===== config.mk =====
export PLATFORM = sky130hd
export DESIGN_NAME = gate_sweep_ctrl
export DESIGN_NICKNAME = d
export VERILOG_FILES = /design/src/rtl/gate_sweep_ctrl_pkg.sv /design/src/rtl/gate_sweep_ctrl.sv
export SDC_FILE = /design/constraint.sdc
export NUM_CORES = 1
export LEC_CHECK = 0
export CORE_MARGIN = 5
export CORE_UTILIZATION = 45
export DETAILED_ROUTE_END_ITERATION = 10
export PLACE_DENSITY = 0.81
export SLEW_MARGIN = 40
export SYNTH_ARGS = -nofsm -noshare
export SYNTH_HDL_FRONTEND = slang
export SYNTH_SLANG_ARGS = --single-unit

===== constraint.sdc =====
create_clock -name clk -period 2.55 [get_ports clk]
set_input_delay 0.3825 -clock clk [delete_from_list [all_inputs] [get_ports clk]]
set_output_delay 0.3825 -clock clk [all_outputs]
set_load 0.1 [all_outputs]

===== src/rtl/gate_sweep_ctrl_pkg.sv =====
// Shared definitions for the gate-logic sweep sequencer.
// Holds the FSM state encoding and the golden truth-table maps for the gate unit.
// The golden maps are indexed by code {a,b,c}: bit i is the expected output for code i.
package gate_sweep_ctrl_pkg;

  typedef enum logic [1:0] {
    StIdle   = 2'd0,
    StDrive  = 2'd1,
    StSample = 2'd2,
    StDone   = 2'd3
  } gs_state_e;

  localparam logic [7:0] GoldenX = 8'hA9;
  localparam logic [7:0] GoldenY = 8'hC0;

endpackage


===== src/rtl/gate_sweep_ctrl.sv =====
// Sequencer for the 3-input/2-output gate-logic unit.
// Drives a code {a,b,c} onto the unit, waits SETTLE cycles, samples {y,x}, and
// compares the sample against the golden maps. Runs either one code or all eight.
//
// Ports:
//   clk, rst_n          clock and asynchronous active-low reset
//   start, mode, op_in  request, sweep select and single-mode code (sampled in IDLE)
//   abort               synchronous cancel back to IDLE, no done
//   drv_a/b/c           code bits 2/1/0 to the unit
//   res_x, res_y        unit outputs
//   busy, done          status; done pulses for one cycle on completion
//   x_map, y_map        captured outputs per code
//   mismatch, err_count result versus golden maps
module gate_sweep_ctrl
  import gate_sweep_ctrl_pkg::*;
#(
  parameter int unsigned SETTLE = 1,
  parameter logic [7:0]  EXP_X  = GoldenX,
  parameter logic [7:0]  EXP_Y  = GoldenY
) (
  input  logic       clk,
  input  logic       rst_n,
  input  logic       start,
  input  logic       mode,
  input  logic [2:0] op_in,
  input  logic       abort,
  output logic       drv_a,
  output logic       drv_b,
  output logic       drv_c,
  input  logic       res_x,
  input  logic       res_y,
  output logic       busy,
  output logic       done,
  output logic [7:0] x_map,
  output logic [7:0] y_map,
  output logic       mismatch,
  output logic [3:0] err_count
);

  if (SETTLE < 1 || SETTLE > 15) begin : g_bad_settle
    $error("gate_sweep_ctrl: SETTLE must be in 1..15");
  end

  localparam logic [3:0] SettleLast = 4'(SETTLE - 1);

  gs_state_e  state_q, state_d;
  logic       mode_q, mode_d;
  logic [2:0] code_q, code_d;
  logic [3:0] cnt_q, cnt_d;
  logic [7:0] x_map_q, x_map_d;
  logic [7:0] y_map_q, y_map_d;
  logic       mismatch_q, mismatch_d;
  logic [3:0] err_q, err_d;
  logic       sample_bad;

  assign sample_bad = ({res_y, res_x} != {EXP_Y[code_q], EXP_X[code_q]});

  always_comb begin
    state_d    = state_q;
    mode_d     = mode_q;
    code_d     = code_q;
    cnt_d      = cnt_q;
    x_map_d    = x_map_q;
    y_map_d    = y_map_q;
    mismatch_d = mismatch_q;
    err_d      = err_q;

    unique case (state_q)
      StIdle: begin
        // abort beats a simultaneous start
        if (start && !abort) begin
          mode_d     = mode;
          code_d     = mode ? 3'd0 : op_in;
          cnt_d      = 4'd0;
          mismatch_d = 1'b0;
          err_d      = 4'd0;
          if (mode) begin
            x_map_d = 8'h00;
            y_map_d = 8'h00;
          end
          state_d = StDrive;
        end
      end
      StDrive: begin
        cnt_d = cnt_q + 4'd1;
        if (abort) begin
          state_d = StIdle;
        end else if (cnt_q == SettleLast) begin
          state_d = StSample;
        end
      end
      StSample: begin
        if (abort) begin
          // capture in the abort cycle is dropped
          state_d = StIdle;
        end else begin
          x_map_d[code_q] = res_x;
          y_map_d[code_q] = res_y;
          if (sample_bad) begin
            err_d      = err_q + 4'd1;
            mismatch_d = 1'b1;
          end
          if (mode_q && (code_q != 3'd7)) begin
            code_d  = code_q + 3'd1;
            cnt_d   = 4'd0;
            state_d = StDrive;
          end else begin
            state_d = StDone;
          end
        end
      end
      StDone: begin
        state_d = StIdle;
      end
      default: begin
        state_d = StIdle;
      end
    endcase
  end

  always_ff @(posedge clk or negedge rst_n) begin
    if (!rst_n) begin
      state_q    <= StIdle;
      mode_q     <= 1'b0;
      code_q     <= 3'd0;
      cnt_q      <= 4'd0;
      x_map_q    <= 8'h00;
      y_map_q    <= 8'h00;
      mismatch_q <= 1'b0;
      err_q      <= 4'd0;
    end else begin
      state_q    <= state_d;
      mode_q     <= mode_d;
      code_q     <= code_d;
      cnt_q      <= cnt_d;
      x_map_q    <= x_map_d;
      y_map_q    <= y_map_d;
      mismatch_q <= mismatch_d;
      err_q      <= err_d;
    end
  end

  assign drv_a     = code_q[2];
  assign drv_b     = code_q[1];
  assign drv_c     = code_q[0];
  assign busy      = (state_q != StIdle);
  assign done      = (state_q == StDone);
  assign x_map     = x_map_q;
  assign y_map     = y_map_q;
  assign mismatch  = mismatch_q;
  assign err_count = err_q;

endmodule


==> flow_summary_export.csv <==
group,metric,value,unit
outcome,outcome,"completed",
cells_and_area,diodes,0,
route,drc_errors,0,
sta,timing.final.crit_share,0.784,
cts,clockBufferDepth,2,
cts,cts_tree,"done",
route,vias_per_cell,5.53,
cts,clk_latency,0.27,ns
sta,finalCriticalPeriod,2.00,ns
floorplanning,floorplan.initialDensity,0.461,
setup_path,cp.arrival,2.17,ns
setup_path,start_kind,"flip-flop",
sta,tightest_slew,0.712,ns
sta,drv_slew,0,
synth,async_flop_share,1.00,
route,vias,1420,
synth,seq_area_frac_synth,0.463,
sta,skew,0.00435,ns
cts,clock_sinks,31,
route,drtIter0Drc,103,
route,first_pass_iters,4,
cells_and_area,nets,223,
global_route,grt_max_degree,32,
setup_path,cp-end-kind,"flip-flop",
global_route,grt_first_pass_wirelength,6500,um
setup_path,critPathKind,"reg -> reg",
cts,ctsResizeCount,0,
cells_and_area,syn_to_final_growth,24.8,%
synth,synth_cell_types,40,
synth,ys.flop_type,"dfrtp_1",
synth,yosys.area.top_type,"dfrtp_1",
global_route,grt_overflow_total,0,
synth,synth_area,1670,um^2
synth,synth_top_area_frac,0.463,
placement,place.gp.congestion,0.800,
global_route,track_usage,0.161,
cts,cts_setup_buffers,0,
synth,yosysWarningCount,0,
setup_path,critPathRequiredTime,2.72,ns
route,wirelength,3770,um
cts,htree_levels,2,
setup_path,critPathMaxFanout,15,
sta,slew_headroom,0.525,
placement,io_buffers,35,
cts,cts_hold_buf,0,
sta,whs,0.497,ns
synth,syn_inst,170,
synth,ys_ff_latch,31,
cells_and_area,drive_gt1_frac,0.220,
placement,dp_hpwl,2700,um
power,peakVddDrop,0.470,mV
synth,synth-edff-count,0,
sta,hold_viol,0,
route,final_antenna_net_count,0,
sta,fin_setup_tns,0,ns
synth,syn_nets,185,
floorplanning,pin_count,36,
sta,rsz0062_at_grt,"false",
power,power_density,1140,nW/um^2
cts,clk_pin_slew_worst_paths,0.06,ns
sta,setup_viol,0,
synth,avgSynthCellArea,9.85,um^2
cts,cts_buffers,5,
sta,fmax,500,MHz
cts,clockRootBuffer,"clkbuf_8",
worst_hold_path,worstHoldPathType,"in -> async",
floorplanning,fp.dieH,71.0,um
global_route,antenna_found_initial,0,
floorplanning,std_cell_rows,22,
floorplanning,die_area,5040,um^2
run,maxCapViolations,0,
synth,synthTopCellsByArea,"dfrtp_1 (46%), a22o_1 (4.7%), ha_1 (3.7%), a21oi_1 (3.6%), nor2_1 (2.9%)",
floorplanning,fp.dieW,71.0,um
floorplanning,core_area,3630,um^2
global_route,grt_pass1_vias,1356,
route,post_drt_wl_per_cell,14.7,um
power,p_leak,0.996,nW
[critical path, stage by stage, from the launching register on]
cell and delay (ns):
dfrtp_1 0.55, ha_1 0.30, nand3b_1 0.20, a21boi_4 0.29
mux2_2 0.37, a41o_1 0.20
[cells by family after synthesis]
family	share of synthesized area
compound gates	0.220
buf+inv	0.0493
fa+ha+maj	0.0374
flops	0.463
xor+xnor	0.0157
mux	0.0202
simple gates	0.194
[per-layer routing]
metal,vias up,track usage,share of wire,routed length (um)
met2,31,0.249,0.47,1780
met1,694,0.218,0.47,1780
met5,-,0,0,0
met4,0,0.0564,0.011,43
li1,691,-,-,-
met3,4,0.0412,0.044,166
[path summary, 6_finish.rpt]
kind / from / endpoint / slack, ns / cells after the start
hold / removal: rst_n / cnt_q[0] / 0.50 / 2
max in group asynchronous: rst_n / x_map[7] / 1.76 / 2
min in group clk: x_map[4] / x_map[4] / 0.50 / 1
setup / recovery: code_q[2] / code_q[0] / 0.55 / 5
setup reg to reg: code_q[2] / code_q[0] / 0.55 / 5
hold reg to reg: x_map[4] / x_map[4] / 0.50 / 1
[layout by cell type (no fill, tap or decap), drive strengths merged, types with 6 or more instances in the layout]
cell and count:
nand2 9, o21ai 11, dfrtp 31, inv 11, a22o 9, clkdlybuf4s50 9
o22ai 6, nand2b 6, nor2 14, a21oi 12, clkbuf 7, buf 30
[registers in the layout, indices dropped and copies added (netlist names)]
| signal | flops |
|---|---|
| cnt_q | 4 |
| code_q | 3 |
| err_count | 4 |
| mismatch | 1 |
| mode_q | 1 |
| state_q | 2 |
| x_map | 8 |
| y_map | 8 |
[where the power goes]
group / internal, W / switching (W) / leakage [nW]
Clock: 0.000191 / 0.000172 / 0.0422
Sequential: 0.000595 / 0.000143 / 0.418
Combinational: 0.000348 / 0.000933 / 0.535
Total: 0.00113 / 0.00125 / 0.996
[metrics by stage]
stage | cells | area (um^2) | total power, W | setup WS (ns) | util
CTS | 257 | 2090 | 0.00239 | 0.557 | 0.575
floorplan | 170 | 1670 | 0.00174 | 0.143 | -
global route | 257 | 2090 | 0.00253 | 0.406 | 0.575
global placement | 249 | 2010 | 0.00200 | 0.532 | 0.553
finish | 257 | 2090 | 0.00238 | 0.550 | 0.575
detailed placement | 249 | 2010 | 0.00202 | 0.452 | 0.553
[final cells by class]
type / count / area, um^2
Clock inverter: 1 / 5.00
Multi-Input combinational cell: 120 / 816
Fill cell: 349 / 1540
Clock buffer: 7 / 76.3
Sequential cell: 31 / 776
Timing Repair Buffer: 39 / 315
Inverter: 11 / 41.3
Tap cell: 48 / 60.1
[cells in the mapped netlist (2+ instances only)]
cell type	count
o22ai_1	6
o21ai_1	3
dfrtp_1	31
buf_2	6
o31ai_1	2
nand3_1	5
nand4_1	3
ha_1	5
a21oi_1	12
and3_1	5
o21ai_0	8
nand2_1	8
xnor2_1	2
nor3_1	2
a22o_1	9
a211o_1	4
nor2_1	13
nand2b_1	6
o21bai_1	2
nand3b_1	3
inv_1	11
nor2b_1	4
mux2_2	3
Note: power is estimated with default switching activity, not from simulation.
